==> config.mk <==
export PLATFORM = sky130hd
export DESIGN_NAME = encoder_align_seq_flat
export DESIGN_NICKNAME = d
export VERILOG_FILES = /design/src/rtl/encoder_align_seq_if.sv /design/src/rtl/encoder_align_seq.sv /design/src/flat_wrapper.sv
export SDC_FILE = /design/constraint.sdc
export NUM_CORES = 1
export LEC_CHECK = 0
export CORE_MARGIN = 2
export CORE_UTILIZATION = 40
export DETAILED_ROUTE_END_ITERATION = 6
export PLACE_DENSITY = 0.56
export SLEW_MARGIN = 15
export SYNTH_ARGS = -nofsm -noshare
export SYNTH_HDL_FRONTEND = slang
export SYNTH_SLANG_ARGS = --single-unit
==> constraint.sdc <==
create_clock -name clk -period 5.1 [get_ports clk]
set_input_delay 1.02 -clock clk [delete_from_list [all_inputs] [get_ports clk]]
set_output_delay 1.02 -clock clk [all_outputs]
set_load 0.005 [all_outputs]
==> src/rtl/encoder_align_seq_if.sv <==
// Purpose : groups the control, decoder-strobe and status signals of the encoder alignment sequencer.
// Latency : n/a (wires only).
// Backpressure: none; all inputs are single-cycle strobes and all outputs are levels or one-cycle pulses.
//
// master: PS control registers / decoder side (drives strobes, reads status)
// slave : encoder_align_seq (reads strobes, drives status)
//   start, abort, fault_clr : single-cycle control requests
//   step_pulse, illegal     : decoder strobes
//   align_en                : hold alignment vector (to PWM block)
//   zero_req                : one-cycle zero command (to decoder)
//   pos_valid, busy, fault  : status levels
//   fault_code[1:0]         : 0 none, 1 settle timeout, 2 illegal limit
//   state[2:0]              : debug view of the sequencer state
interface encoder_align_seq_if;
    logic       start;
    logic       abort;
    logic       fault_clr;
    logic       step_pulse;
    logic       illegal;
    logic       align_en;
    logic       zero_req;
    logic       pos_valid;
    logic       busy;
    logic       fault;
    logic [1:0] fault_code;
    logic [2:0] state;

    modport master (
        output start, abort, fault_clr, step_pulse, illegal,
        input  align_en, zero_req, pos_valid, busy, fault, fault_code, state
    );

    modport slave (
        input  start, abort, fault_clr, step_pulse, illegal,
        output align_en, zero_req, pos_valid, busy, fault, fault_code, state
    );
endinterface

==> src/rtl/encoder_align_seq.sv <==
// Purpose : aligns the rotor to electrical zero, references the quadrature decoder, then supervises decoder health.
// Latency : all outputs registered; a request seen on cycle N is reflected on the outputs in cycle N+1.
// Backpressure: none; strobes are sampled every cycle and never stalled.
//
// Ports:
//   clk  : system clock
//   rst  : asynchronous active-high reset, forces IDLE and all outputs low immediately
//   bus  : encoder_align_seq_if.slave (control strobes in, align/zero/status out)
module encoder_align_seq #(
    parameter int unsigned ALIGN_CYCLES   = 1000000,
    parameter int unsigned SETTLE_CYCLES  = 100000,
    parameter int unsigned SETTLE_TIMEOUT = 5000000,
    parameter int unsigned ILLEGAL_LIMIT  = 4,
    parameter int unsigned ILLEGAL_WINDOW = 65536
) (
    input  logic                      clk,
    input  logic                      rst,
    encoder_align_seq_if.slave        bus
);

    typedef enum logic [2:0] {
        S_IDLE   = 3'd0,
        S_ALIGN  = 3'd1,
        S_SETTLE = 3'd2,
        S_ZERO   = 3'd3,
        S_RUN    = 3'd4,
        S_FAULT  = 3'd5
    } state_t;

    localparam logic [1:0] FC_NONE    = 2'd0;
    localparam logic [1:0] FC_TIMEOUT = 2'd1;
    localparam logic [1:0] FC_ILLEGAL = 2'd2;

    state_t      r_state;
    state_t      w_state_nxt;
    logic [1:0]  r_fault_code;
    logic [1:0]  w_fault_code_nxt;

    // r_timer: cycles spent in the current state (ALIGN / SETTLE)
    // r_quiet: consecutive step-free SETTLE cycles before the current one
    // r_win  : position inside the illegal-count window during RUN
    // r_ill  : illegal strobes seen in the current window
    logic [31:0] r_timer;
    logic [31:0] r_quiet;
    logic [31:0] r_win;
    logic [31:0] r_ill;

    logic        r_align_en;
    logic        r_zero_req;
    logic        r_pos_valid;
    logic        r_busy;
    logic        r_fault;

    logic        w_align_done;
    logic        w_settle_done;
    logic        w_settle_to;
    logic        w_win_wrap;
    logic [31:0] w_ill_nxt;
    logic        w_ill_hit;

    assign w_align_done  = (r_timer == 32'(ALIGN_CYCLES - 1));
    // The current cycle must itself be quiet to complete the settle run.
    assign w_settle_done = (r_quiet == 32'(SETTLE_CYCLES - 1)) && !bus.step_pulse;
    assign w_settle_to   = (r_timer == 32'(SETTLE_TIMEOUT - 1));
    assign w_win_wrap    = (r_win == 32'(ILLEGAL_WINDOW - 1));

    // A strobe on the wrap cycle opens the new window with a count of one.
    assign w_ill_nxt = w_win_wrap ? {31'd0, bus.illegal}
                                  : r_ill + {31'd0, bus.illegal};
    assign w_ill_hit = bus.illegal && (w_ill_nxt >= 32'(ILLEGAL_LIMIT));

    // Next-state: abort > fault detection > start > normal progression.
    always_comb begin
        w_state_nxt      = r_state;
        w_fault_code_nxt = r_fault_code;
        case (r_state)
            S_IDLE: begin
                if (bus.start) w_state_nxt = S_ALIGN;
            end
            S_ALIGN: begin
                if (bus.abort)        w_state_nxt = S_IDLE;
                else if (w_align_done) w_state_nxt = S_SETTLE;
            end
            S_SETTLE: begin
                if (bus.abort) begin
                    w_state_nxt = S_IDLE;
                end else if (w_settle_done) begin
                    // A settled rotor wins over a timeout landing on the same cycle.
                    w_state_nxt = S_ZERO;
                end else if (w_settle_to) begin
                    w_state_nxt      = S_FAULT;
                    w_fault_code_nxt = FC_TIMEOUT;
                end
            end
            S_ZERO: begin
                if (bus.abort) w_state_nxt = S_IDLE;
                else           w_state_nxt = S_RUN;
            end
            S_RUN: begin
                if (bus.abort) begin
                    w_state_nxt = S_IDLE;
                end else if (w_ill_hit) begin
                    w_state_nxt      = S_FAULT;
                    w_fault_code_nxt = FC_ILLEGAL;
                end else if (bus.start) begin
                    w_state_nxt = S_ALIGN;
                end
            end
            S_FAULT: begin
                if (bus.fault_clr) begin
                    w_state_nxt      = S_IDLE;
                    w_fault_code_nxt = FC_NONE;
                end
            end
            default: begin
                w_state_nxt      = S_IDLE;
                w_fault_code_nxt = FC_NONE;
            end
        endcase
    end

    always_ff @(posedge clk or posedge rst) begin
        if (rst) begin
            r_state      <= S_IDLE;
            r_fault_code <= FC_NONE;
            r_timer      <= '0;
            r_quiet      <= '0;
            r_win        <= '0;
            r_ill        <= '0;
            r_align_en   <= 1'b0;
            r_zero_req   <= 1'b0;
            r_pos_valid  <= 1'b0;
            r_busy       <= 1'b0;
            r_fault      <= 1'b0;
        end else begin
            r_state      <= w_state_nxt;
            r_fault_code <= w_fault_code_nxt;

            // Outputs are decoded from the next state so they change with the state register.
            r_align_en  <= (w_state_nxt == S_ALIGN) || (w_state_nxt == S_SETTLE) ||
                           (w_state_nxt == S_ZERO);
            r_busy      <= (w_state_nxt == S_ALIGN) || (w_state_nxt == S_SETTLE) ||
                           (w_state_nxt == S_ZERO);
            r_zero_req  <= (w_state_nxt == S_ZERO);
            r_pos_valid <= (w_state_nxt == S_RUN);
            r_fault     <= (w_state_nxt == S_FAULT);

            // Every state entry starts all counters from zero.
            if (w_state_nxt != r_state) begin
                r_timer <= '0;
                r_quiet <= '0;
                r_win   <= '0;
                r_ill   <= '0;
            end else begin
                case (r_state)
                    S_ALIGN: begin
                        r_timer <= r_timer + 32'd1;
                    end
                    S_SETTLE: begin
                        r_timer <= r_timer + 32'd1;
                        r_quiet <= bus.step_pulse ? 32'd0 : r_quiet + 32'd1;
                    end
                    S_RUN: begin
                        r_win <= w_win_wrap ? 32'd0 : r_win + 32'd1;
                        r_ill <= w_ill_nxt;
                    end
                    default: begin
                    end
                endcase
            end
        end
    end

    assign bus.align_en   = r_align_en;
    assign bus.zero_req   = r_zero_req;
    assign bus.pos_valid  = r_pos_valid;
    assign bus.busy       = r_busy;
    assign bus.fault      = r_fault;
    assign bus.fault_code = r_fault_code;
    assign bus.state      = r_state;

endmodule

==> src/flat_wrapper.sv <==
// flat-port wrapper written by rule: the top's interface ports become plain ports
module encoder_align_seq_flat 
#(
    parameter int unsigned ALIGN_CYCLES   = 1000000,
    parameter int unsigned SETTLE_CYCLES  = 100000,
    parameter int unsigned SETTLE_TIMEOUT = 5000000,
    parameter int unsigned ILLEGAL_LIMIT  = 4,
    parameter int unsigned ILLEGAL_WINDOW = 65536
)
  (clk, rst, bus_start, bus_abort, bus_fault_clr, bus_step_pulse, bus_illegal, bus_align_en, bus_zero_req, bus_pos_valid, bus_busy, bus_fault, bus_fault_code, bus_state);
  encoder_align_seq_if bus_i ();
  input  logic clk;
  input  logic rst;
  input wire logic [$bits(bus_i.start)-1:0] bus_start;
  input wire logic [$bits(bus_i.abort)-1:0] bus_abort;
  input wire logic [$bits(bus_i.fault_clr)-1:0] bus_fault_clr;
  input wire logic [$bits(bus_i.step_pulse)-1:0] bus_step_pulse;
  input wire logic [$bits(bus_i.illegal)-1:0] bus_illegal;
  output wire logic [$bits(bus_i.align_en)-1:0] bus_align_en;
  output wire logic [$bits(bus_i.zero_req)-1:0] bus_zero_req;
  output wire logic [$bits(bus_i.pos_valid)-1:0] bus_pos_valid;
  output wire logic [$bits(bus_i.busy)-1:0] bus_busy;
  output wire logic [$bits(bus_i.fault)-1:0] bus_fault;
  output wire logic [$bits(bus_i.fault_code)-1:0] bus_fault_code;
  output wire logic [$bits(bus_i.state)-1:0] bus_state;
  assign bus_i.start = bus_start;
  assign bus_i.abort = bus_abort;
  assign bus_i.fault_clr = bus_fault_clr;
  assign bus_i.step_pulse = bus_step_pulse;
  assign bus_i.illegal = bus_illegal;
  assign bus_align_en = bus_i.align_en;
  assign bus_zero_req = bus_i.zero_req;
  assign bus_pos_valid = bus_i.pos_valid;
  assign bus_busy = bus_i.busy;
  assign bus_fault = bus_i.fault;
  assign bus_fault_code = bus_i.fault_code;
  assign bus_state = bus_i.state;
  encoder_align_seq #(.ALIGN_CYCLES(ALIGN_CYCLES), .SETTLE_CYCLES(SETTLE_CYCLES), .SETTLE_TIMEOUT(SETTLE_TIMEOUT), .ILLEGAL_LIMIT(ILLEGAL_LIMIT), .ILLEGAL_WINDOW(ILLEGAL_WINDOW)) u_core (.clk(clk), .rst(rst), .bus(bus_i));
endmodule
After elaboration in Yosys (flattened, before gate mapping)
Cells that the tools add are included.
- register bits after elaboration: 137
- output and inout bits: 10
- eq/ne operators: 21
- mux-type cells: 29
- bitwise operators: 1
- reductions and logical operators: 12
- $add $sub $neg: 4
- magnitude comparators: 1
- operators by type and width (kind ; count):
    32-bit 2-to-1 mux ; 11
    32-bit by 1-bit adder with 32-bit output (second input constant) ; 3
    32-bit by 1-bit adder with 32-bit output ; 1
    32-bit by 16-bit == test with 1-bit output (second input constant) ; 1
    32-bit by 17-bit == test with 1-bit output (second input constant) ; 1
    32-bit by 20-bit == test with 1-bit output (second input constant) ; 1
    32-bit by 23-bit == test with 1-bit output (second input constant) ; 1
    32-bit by 3-bit greater-or-equal comparator with 1-bit output (second input constant) ; 1
    3-bit 2-to-1 mux ; 10
    3-bit case mux with 6 select lines ; 1
    3-bit by 2-bit == test with 1-bit output (second input constant) ; 4
    3-bit == test (second input constant) ; 4
    2-bit 2-to-1 mux ; 6
    2-bit inequality test (second input constant) ; 4
    2-bit case mux with 4 select lines ; 1
    7-bit AND reduction ; 1
    3-bit by 1-bit == test with 1-bit output (second input constant) ; 2
    2-bit nonzero test ; 3
    2-bit by 1-bit inequality test with 1-bit output (second input constant) ; 2
    3-bit zero test ; 1
    3-bit inequality test ; 1
    3-bit OR reduction ; 1
    1-bit logical AND ; 2
    1-bit logical OR ; 2
    3 further kinds ; 3

Logic depth before layout (Yosys ltp)
Gate-level depths: netlist of run 1.
- depth after elaboration: 10
- gate-level depth with buffers: 13

Worst setup path before layout of run 1
No wires, ideal clock.
- path type: input to register
- start: input port bus_illegal
- end: register u_core.r_ill[0]
- stages on the path: 13
- arrival time: 3.539 ns
- setup time: 0.134 ns
- path buffers: 3
- path slack: 1.427 ns
- path through: ha_1 -> ha_1 -> nand4_1 -> nor4_4 -> and3_1 -> buf_2 -> nor4b_1 -> or3_1 -> and3_1 -> a21oi_2 -> buf_6 -> buf_4 -> nor3_1
- longest elaborated chain between the ends: 9
- elaborated cells between the ends (all ways): 11
- classes of those cells: add/sub (1); order compare (1); eq/ne (1); mux (6); reduce/logical (2)
- ends and longest elaborated chain (item ; RTL line ; source):
    start, declared ; flat_wrapper.sv:18 ; input wire logic [$bits(bus_i.illegal)-1:0] bus_illegal;
    32-bit by 1-bit adder with 32-bit output ; encoder_align_seq.sv:69 ; : r_ill + {31'd0, bus.illegal};
    32-bit 2-to-1 mux ; encoder_align_seq.sv:68 ; assign w_ill_nxt = w_win_wrap ? {31'd0, bus.illegal}
    32-bit by 3-bit greater-or-equal comparator with 1-bit output ; encoder_align_seq.sv:70 ; assign w_ill_hit = bus.illegal && (w_ill_nxt >= 32'(ILLEGAL_LIMIT));
    1-bit logical AND ; encoder_align_seq.sv:70 ;
    3-bit 2-to-1 mux ; encoder_align_seq.sv:102 ; end else if (w_ill_hit) begin
    3-bit 2-to-1 mux ; encoder_align_seq.sv:100 ; if (bus.abort) begin
    3-bit case mux with 6 select lines ; encoder_align_seq.sv:76 ; case (r_state)
    3-bit inequality test ; encoder_align_seq.sv:149 ; if (w_state_nxt != r_state) begin
    32-bit 2-to-1 mux / 2-bit nonzero test (equally long branches) ; -- ;
    end signal, assigned ; encoder_align_seq.sv:165 ; r_ill <= w_ill_nxt;
    end, declared ; encoder_align_seq.sv:46 ; logic [31:0] r_ill;
Parallel ways exist; a longest one is shown, timed or not. The select of a mux whose other input is x is not followed.
A chain may end at the register's enable or synchronous reset.

Worst setup path in the final report of run 1
- start: input port bus_illegal
- end: register u_core.r_quiet[20]
- longest elaborated chain between the ends: 9
- elaborated cells between the ends (all ways): 10
- classes of those cells: add/sub (1); order compare (1); eq/ne (1); mux (5); reduce/logical (2)
- ends and longest elaborated chain (item ; RTL line ; source):
    32-bit by 1-bit adder with 32-bit output ; encoder_align_seq.sv:69 ;
    32-bit 2-to-1 mux ; encoder_align_seq.sv:68 ;
    32-bit by 3-bit greater-or-equal comparator with 1-bit output ; encoder_align_seq.sv:70 ;
    1-bit logical AND (*) ; encoder_align_seq.sv:70 ;
    3-bit 2-to-1 mux (*) ; encoder_align_seq.sv:102 ;
    3-bit 2-to-1 mux (*) ; encoder_align_seq.sv:100 ;
    3-bit case mux with 6 select lines (*) ; encoder_align_seq.sv:76 ;
    3-bit inequality test (*) ; encoder_align_seq.sv:149 ;
    32-bit 2-to-1 mux / 2-bit nonzero test (equally long branches) ; -- ;
    end signal, assigned ; encoder_align_seq.sv:161 ; r_quiet <= bus.step_pulse ? 32'd0 : r_quiet + 32'd1;
    end, declared ; encoder_align_seq.sv:44 ; logic [31:0] r_quiet;
Mark *: on every way between the ends. The rest lies on a longest branch, timed or not.

==> flow_summary.yaml, run 1 <==
outcome:
  status: "complete, no violations"
route:
  first_pass_iters: 5
  avgViaCountPerCell: 5.79
  drtIter0Drc: 517
  drc: 0
  routed-via-count: 7424
  routed_wl_um: 21700
  post_drt_wl_per_cell_um: 16.9
  ant_nets: 0
clock_tree:
  root_buffer: "clkbuf_16"
  cts_tree: "yes"
  h-tree-depth: 4
  post_cts_buffers: 0
  cts_max_path_buffers: 2
  cts_buffers: 17
  cts_hold_buf: 0
  ctsResizeCount: 0
  clock-sinks: 137
  clk_pin_slew_ns: 0.06
  clk_latency_ns: 0.42
setup_path:
  required_ns: 5.43
  crit_type: "input port to flip-flop"
  crit_chain: "clkdlybuf4s50_1 > ha_1 > ha_1 > and2_0 > nand4_1 > nor3_1 > xor2_1 > nor4_1 > and4b_1 > a21oi_4 > buf_12 > a211oi_1"
  worst-path-buf-inv: 2
  endpoint_kind: "flip-flop"
  crit_slowest_cell: "clkdlybuf4s50_1"
  start_kind: "input port"
  path_common_cell: "ha_1"
  critical_path.max_stage_delay_ns: 0.54
  worst_ep_arrival_time_ns: 4.46
  crit_family: "simple AND/OR/NAND/NOR gates"
  critPathMaxFanout: 57
layout:
  fin_cells: 1283
  fillers: 2099
  mostFrequentLayoutCell: "nor3_1"
  antenna_cells: 0
  layout-drive-gt1-share_pct: 6.75
  area_delta_synth_final_pct: 12.4
  nets: 1008
  layout_common_cells: "149 x nor3_1, 137 x dfrtp_1, 100 x nand2_1"
floorplan:
  dieArea_um2: 22300
  rows: 53
  ios: 17
  die_width_um: 149
  coreArea_um2: 20900
  chipHeight_um: 149
  start_util_pct: 40.4
yosys:
  ys_warn_count: 0
  synth_ff_type: "dfrtp_1"
  synth_seq_cells: 137
  synth_edf_count: 0
  ys_seq_area_share_pct: 40.6
  syn-num-nets: 1026
  async_flop_share_pct: 100
  synth_cell_types: 60
  netlist_instances: 1014
  netlist_area_um2: 8430
  postSynthAreaPerCell_um2: 8.32
global_route:
  first_global_vias: 7109
  grt_pass1_wl_um: 36400
  grt_start_max_net_pins: 93
  grt.total_usage_pct: 20.3
  antenna_found_initial: 0
  grt-ovfl-total: 0
sta:
  fin_crit_sh_pct: 81.0
  skew_ns: 0.00812
  max_freq_mhz: 242
  tightestPinTransition_ns: 0.962
  fin_setup_tns_ns: 0
  final_max_slew_viol_count: 0
  rsz0062_at_grt: "no"
  setup_viol: 0
  max_slew_margin_pct: 35.7
  min_period_ns: 4.13
  hold_viol: 0
power:
  leakage_nw: 3.55
  ir_drop_mv: 0.205
  powerDensity_nw_per_um2: 276
flow_run:
  cap_violations: 0
placement:
  hpwl_um: 14100
  dp.cells: 1252
  gp_congestion: 0.856
  port_buffers: 16
min_path:
  hold_class: "flip-flop to flip-flop"
-- routing by layer --
| layer | wire, um | up-vias | track usage [%] |
|---|---|---|---|
| met1 | 10700 | 3633 | 28.6 |
| li1 | - | 3651 | - |
| met5 | 0 | - | 0 |
| met4 | 323 | 0 | 6.24 |
| met3 | 610 | 26 | 3.06 |
| met2 | 10100 | 114 | 32.3 |
-- per-stage QoR --
stage / instance area, um^2 / setup WS [ns] / hold WS (ns) / total power [mW] / util [%]
finish: 9480 / 0.967 / 0.556 / 2.62 / 45.4
floorplan: 8430 / 0.412 / 0.501 / 1.19 / -
detailed placement: 8820 / 0.639 / 0.546 / 1.23 / 42.2
global route: 9480 / 0.747 / 0.586 / 2.71 / 45.4
CTS: 9480 / 1.06 / 0.557 / 2.65 / 45.4
global placement: 8820 / 0.732 / 0.538 / 1.23 / 42.2
-- cell usage after synthesis, types with 3 or more instances --
cell type,number,area (um^2)
a211oi_1,15,113
a21oi_1,47,235
a22oi_1,8,60.1
a31oi_1,12,75.1
and2_0,3,18.8
and2_1,9,56.3
and3_1,28,175
and4_1,9,78.8
buf_2,13,65.1
buf_4,6,45.0
clkbuf_1,48,180
dfrtp_1,137,3430
ha_1,5,62.6
inv_1,13,48.8
mux2_2,3,33.8
mux2i_1,5,50.1
nand2_1,100,375
nand2b_1,9,56.3
nand3_1,61,305
nand3b_1,3,22.5
nand4_1,31,194
nor2_1,63,236
nor3_1,149,746
nor3b_1,13,97.6
nor4_1,27,169
nor4b_1,4,35.0
o21ai_0,54,270
o31a_1,15,131
or2_2,4,25.0
or3_1,7,43.8
or4_1,3,22.5
xnor2_1,37,324
xor2_1,37,324
-- tightest hold or removal path: cells and delay by family (launching register included) --
| family | cells | cell delay (ns) |
|---|---|---|
| DFF | 1 | 0.39 |
| and+or+nand+nor | 1 | 0.06 |
| AOI/OAI and AO/OA | 1 | 0.06 |
-- power by group --
group          leakage [nW]  internal, mW  switching [mW]
Combinational          1.33        0.0301          0.0820
Clock                 0.315         0.927           0.481
Sequential             1.91          1.09         0.00734
-- cell families (layout without fill, tap and decap cells) --
| family | Yosys count | after routing | synth area share, % |
|---|---|---|---|
| AND/OR/NAND/NOR | 539 | 539 | 33.5 |
| AO/OA/AOI/OAI | 167 | 167 | 12.1 |
| flip-flops | 137 | 137 | 40.6 |
| buffers and inverters | 84 | 78 | 4.39 |
| XOR/XNOR | 74 | 74 | 7.68 |
| multiplexers | 8 | 8 | 0.994 |
| adder cells (fa/ha/maj) | 5 | 5 | 0.742 |
-- final timing paths --
check / from / to / slack [ns] / cells after the start
worst min register to register: u_core.r_win[1] / u_core.r_win[1] / 0.56 / 2
worst min-delay path: u_core.r_win[1] / u_core.r_win[1] / 0.56 / 2
worst max-delay path: bus_illegal / u_core.r_quiet[20] / 0.97 / 12
worst max register to register: u_core.r_win[27] / u_core.r_quiet[20] / 1.68 / 8
min in group asynchronous: rst / u_core.r_win[25] / 1.13 / 2
max in group asynchronous: rst / u_core.r_ill[16] / 3.04 / 3
-- flip-flops by register name (all words and copies together) (netlist names) --
register	count
u_core.bus.align_en	1
u_core.bus.fault	1
u_core.bus.fault_code	2
u_core.bus.pos_valid	1
u_core.bus.state	3
u_core.bus.zero_req	1
u_core.r_ill	32
u_core.r_quiet	32
u_core.r_timer	32
u_core.r_win	32
-- final cells by class --
type / count / area, um^2 / share of cell area, %
multi-input cells: 793 / 4660 / 49.1
flip-flops and latches: 137 / 3430 / 36.2
clock buffers: 19 / 443 / 4.67
well taps: 275 / 344 / 3.63
repair buffers: 34 / 333 / 3.51
clock inverters: 12 / 221 / 2.34
inverters: 13 / 53.8 / 0.568
Power figures use the tool's default switching activity.
==> run 2, diff against run 1 <==
- clock period: 5.1 -> 4.05 ns (I/O delays scaled with it)
==> flow_summary.yaml, run 2 (synthesis results as in run 1) <==
outcome:
  status: "complete, no violations"
setup_path:
  crit_slowest_cell: "clkdlybuf4s50_1"
  endpoint_kind: "flip-flop"
  required_ns: 4.38
  crit_family: "simple AND/OR/NAND/NOR gates"
  reg2reg_to: "u_core.r_quiet[20]"
  critical_path.max_stage_delay_ns: 0.49
  worst_ep_arrival_time_ns: 4.04
  reg2reg_from: "u_core.r_ill[0]"
  path_common_cell: "ha_1"
  crit_type: "input port to flip-flop"
  r2r_cells: 12
  ff2ff_setup_slack_ns: 0.83
  critPathMaxFanout: 24
  start_kind: "input port"
  worst-path-buf-inv: 3
  crit_chain: "clkdlybuf4s50_1 > ha_1 > ha_1 > nand4_1 > nor4_4 > nand3_1 > o2bb2ai_1 > a21boi_0 > and3_1 > a21oi_4 > buf_4 > buf_12 > a211oi_1"
sta:
  rsz0062_at_grt: "no"
  skew_ns: 0.0129
  min_period_ns: 3.71
  worst_slack_ns: 0.340
  max_freq_mhz: 270
  fin_crit_sh_pct: 91.6
  max_slew_margin_pct: 43.4
  tightestPinTransition_ns: 0.850
  hold_viol: 0
  setup_viol: 0
  final_max_slew_viol_count: 0
min_path:
  hp-start: "u_core.r_win[1]"
  hold_class: "flip-flop to flip-flop"
  holdPathEnd: "u_core.r_win[1]"
  hold_depth: 2
layout:
  final_cell_area_um2: 9560
  nets: 1021
  fillers: 2070
  multi_input_area_um2: 4660
  layout-drive-gt1-share_pct: 8.12
  antenna_cells: 0
  ff_latch_area_um2: 3430
  layout_common_cells: "149 x nor3_1, 137 x dfrtp_1, 100 x nand2_1"
  mostFrequentLayoutCell: "nor3_1"
  area_delta_synth_final_pct: 13.3
  final_core_util_pct: 45.8
clock_tree:
  cts_buffers: 17
  post_cts_buffers: 0
  clk_latency_ns: 0.43
  cts_hold_buf: 0
  cts_tree: "yes"
  root_buffer: "clkbuf_16"
  h-tree-depth: 4
  clk_pin_slew_ns: 0.06
  clock-sinks: 137
  ctsResizeCount: 0
  cts_max_path_buffers: 2
route:
  first_pass_iters: 4
  routed_wl_um: 21700
  drc: 0
  drtIter0Drc: 507
  routed-via-count: 7446
  avgViaCountPerCell: 5.74
  post_drt_wl_per_cell_um: 16.7
  ant_nets: 0
global_route:
  grt-busiest-layer: "met2"
  grt_pass1_wl_um: 36700
  grt_util_met3_pct: 3.15
  grt.total_usage_pct: 20.4
  antenna_found_initial: 0
  first_global_vias: 7168
  met1_usage_pct: 27.9
  gr-usage-met2_pct: 33.5
  grt_start_max_net_pins: 82
  grt-ovfl-total: 0
floorplan:
  start_util_pct: 40.4
  coreArea_um2: 20900
  die_width_um: 149
  dieArea_um2: 22300
  chipHeight_um: 149
  ios: 17
  rows: 53
placement:
  gp_congestion: 0.832
  placed_area_um2: 8970
  port_buffers: 16
  pre_cts_slack_ns: -0.0594
  hpwl_um: 14100
power:
  powerDensity_nw_per_um2: 321
  ir_drop_mv: 0.293
  leakage_nw: 3.60
  power_mw: 3.07
flow_run:
  cap_violations: 0
## run 2: cell count changes in the layout (fill, tap and decap cells not counted), sizes merged
cell    delta
clkbuf     +1
inv        +2
buf       +13
bufinv     -5
clkinv     +3
## run 2: power by group
| part | internal, mW | switching [mW] |
|---|---|---|
| combinational | 0.0416 | 0.103 |
| clock | 0.902 | 0.639 |
| sequential | 1.37 | 0.00860 |
## run 2: through the flow
step | cells | TNS (ns) | hold slack [ns]
after floorplan | 1014 | 0 | 0.501
after global placement | 1265 | 0 | 0.538
after detailed placement | 1265 | -0.455 | 0.545
after CTS | 1297 | 0 | 0.556
after global routing | 1297 | 0 | 0.585
final | 1297 | 0 | 0.558
## run 2: worst register-to-register path: stages (launching register included)
cell,delay (ns)
dfrtp_1,0.39
ha_1,0.24
ha_1,0.24
nand4_1,0.19
nor4_4,0.41
nand3_1,0.19
o2bb2ai_1,0.19
a21boi_0,0.35
and3_1,0.26
a21oi_4,0.08
buf_4,0.17
buf_12,0.16
a211oi_1,0.25
## run 2: worst max path at each step
stage                 from                 end  slack, ns  cells after the start
2_1_floorplan  bus_illegal     u_core.r_ill[0]       0.59                     13
3_3_place_gp   bus_illegal    u_core.r_ill[26]       0.07                     13
3_5_place_dp   bus_illegal  u_core.r_quiet[20]      -0.06                     13
4_1_cts        bus_illegal  u_core.r_quiet[20]       0.37                     13
5_1_grt        bus_illegal   u_core.r_timer[4]       0.13                     13
6_report       bus_illegal  u_core.r_quiet[20]       0.34                     13
## run 2: routing by layer
metal | vias to the layer above | part of all wire, %
met1 | 3615 | 48
met5 | - | 0
met4 | 0 | 1.4
met2 | 111 | 48
met3 | 19 | 2.6
li1 | 3701 | -
## run 2: layout make-up
type | instances | area share [%]
tap | 275 | 3.60
timing repair buffer | 47 | 5.16
clock buffer | 20 | 4.88
sequential | 137 | 35.9
clock inverter | 12 | 1.20
multi-input combinational | 793 | 48.7
inverter | 13 | 0.550
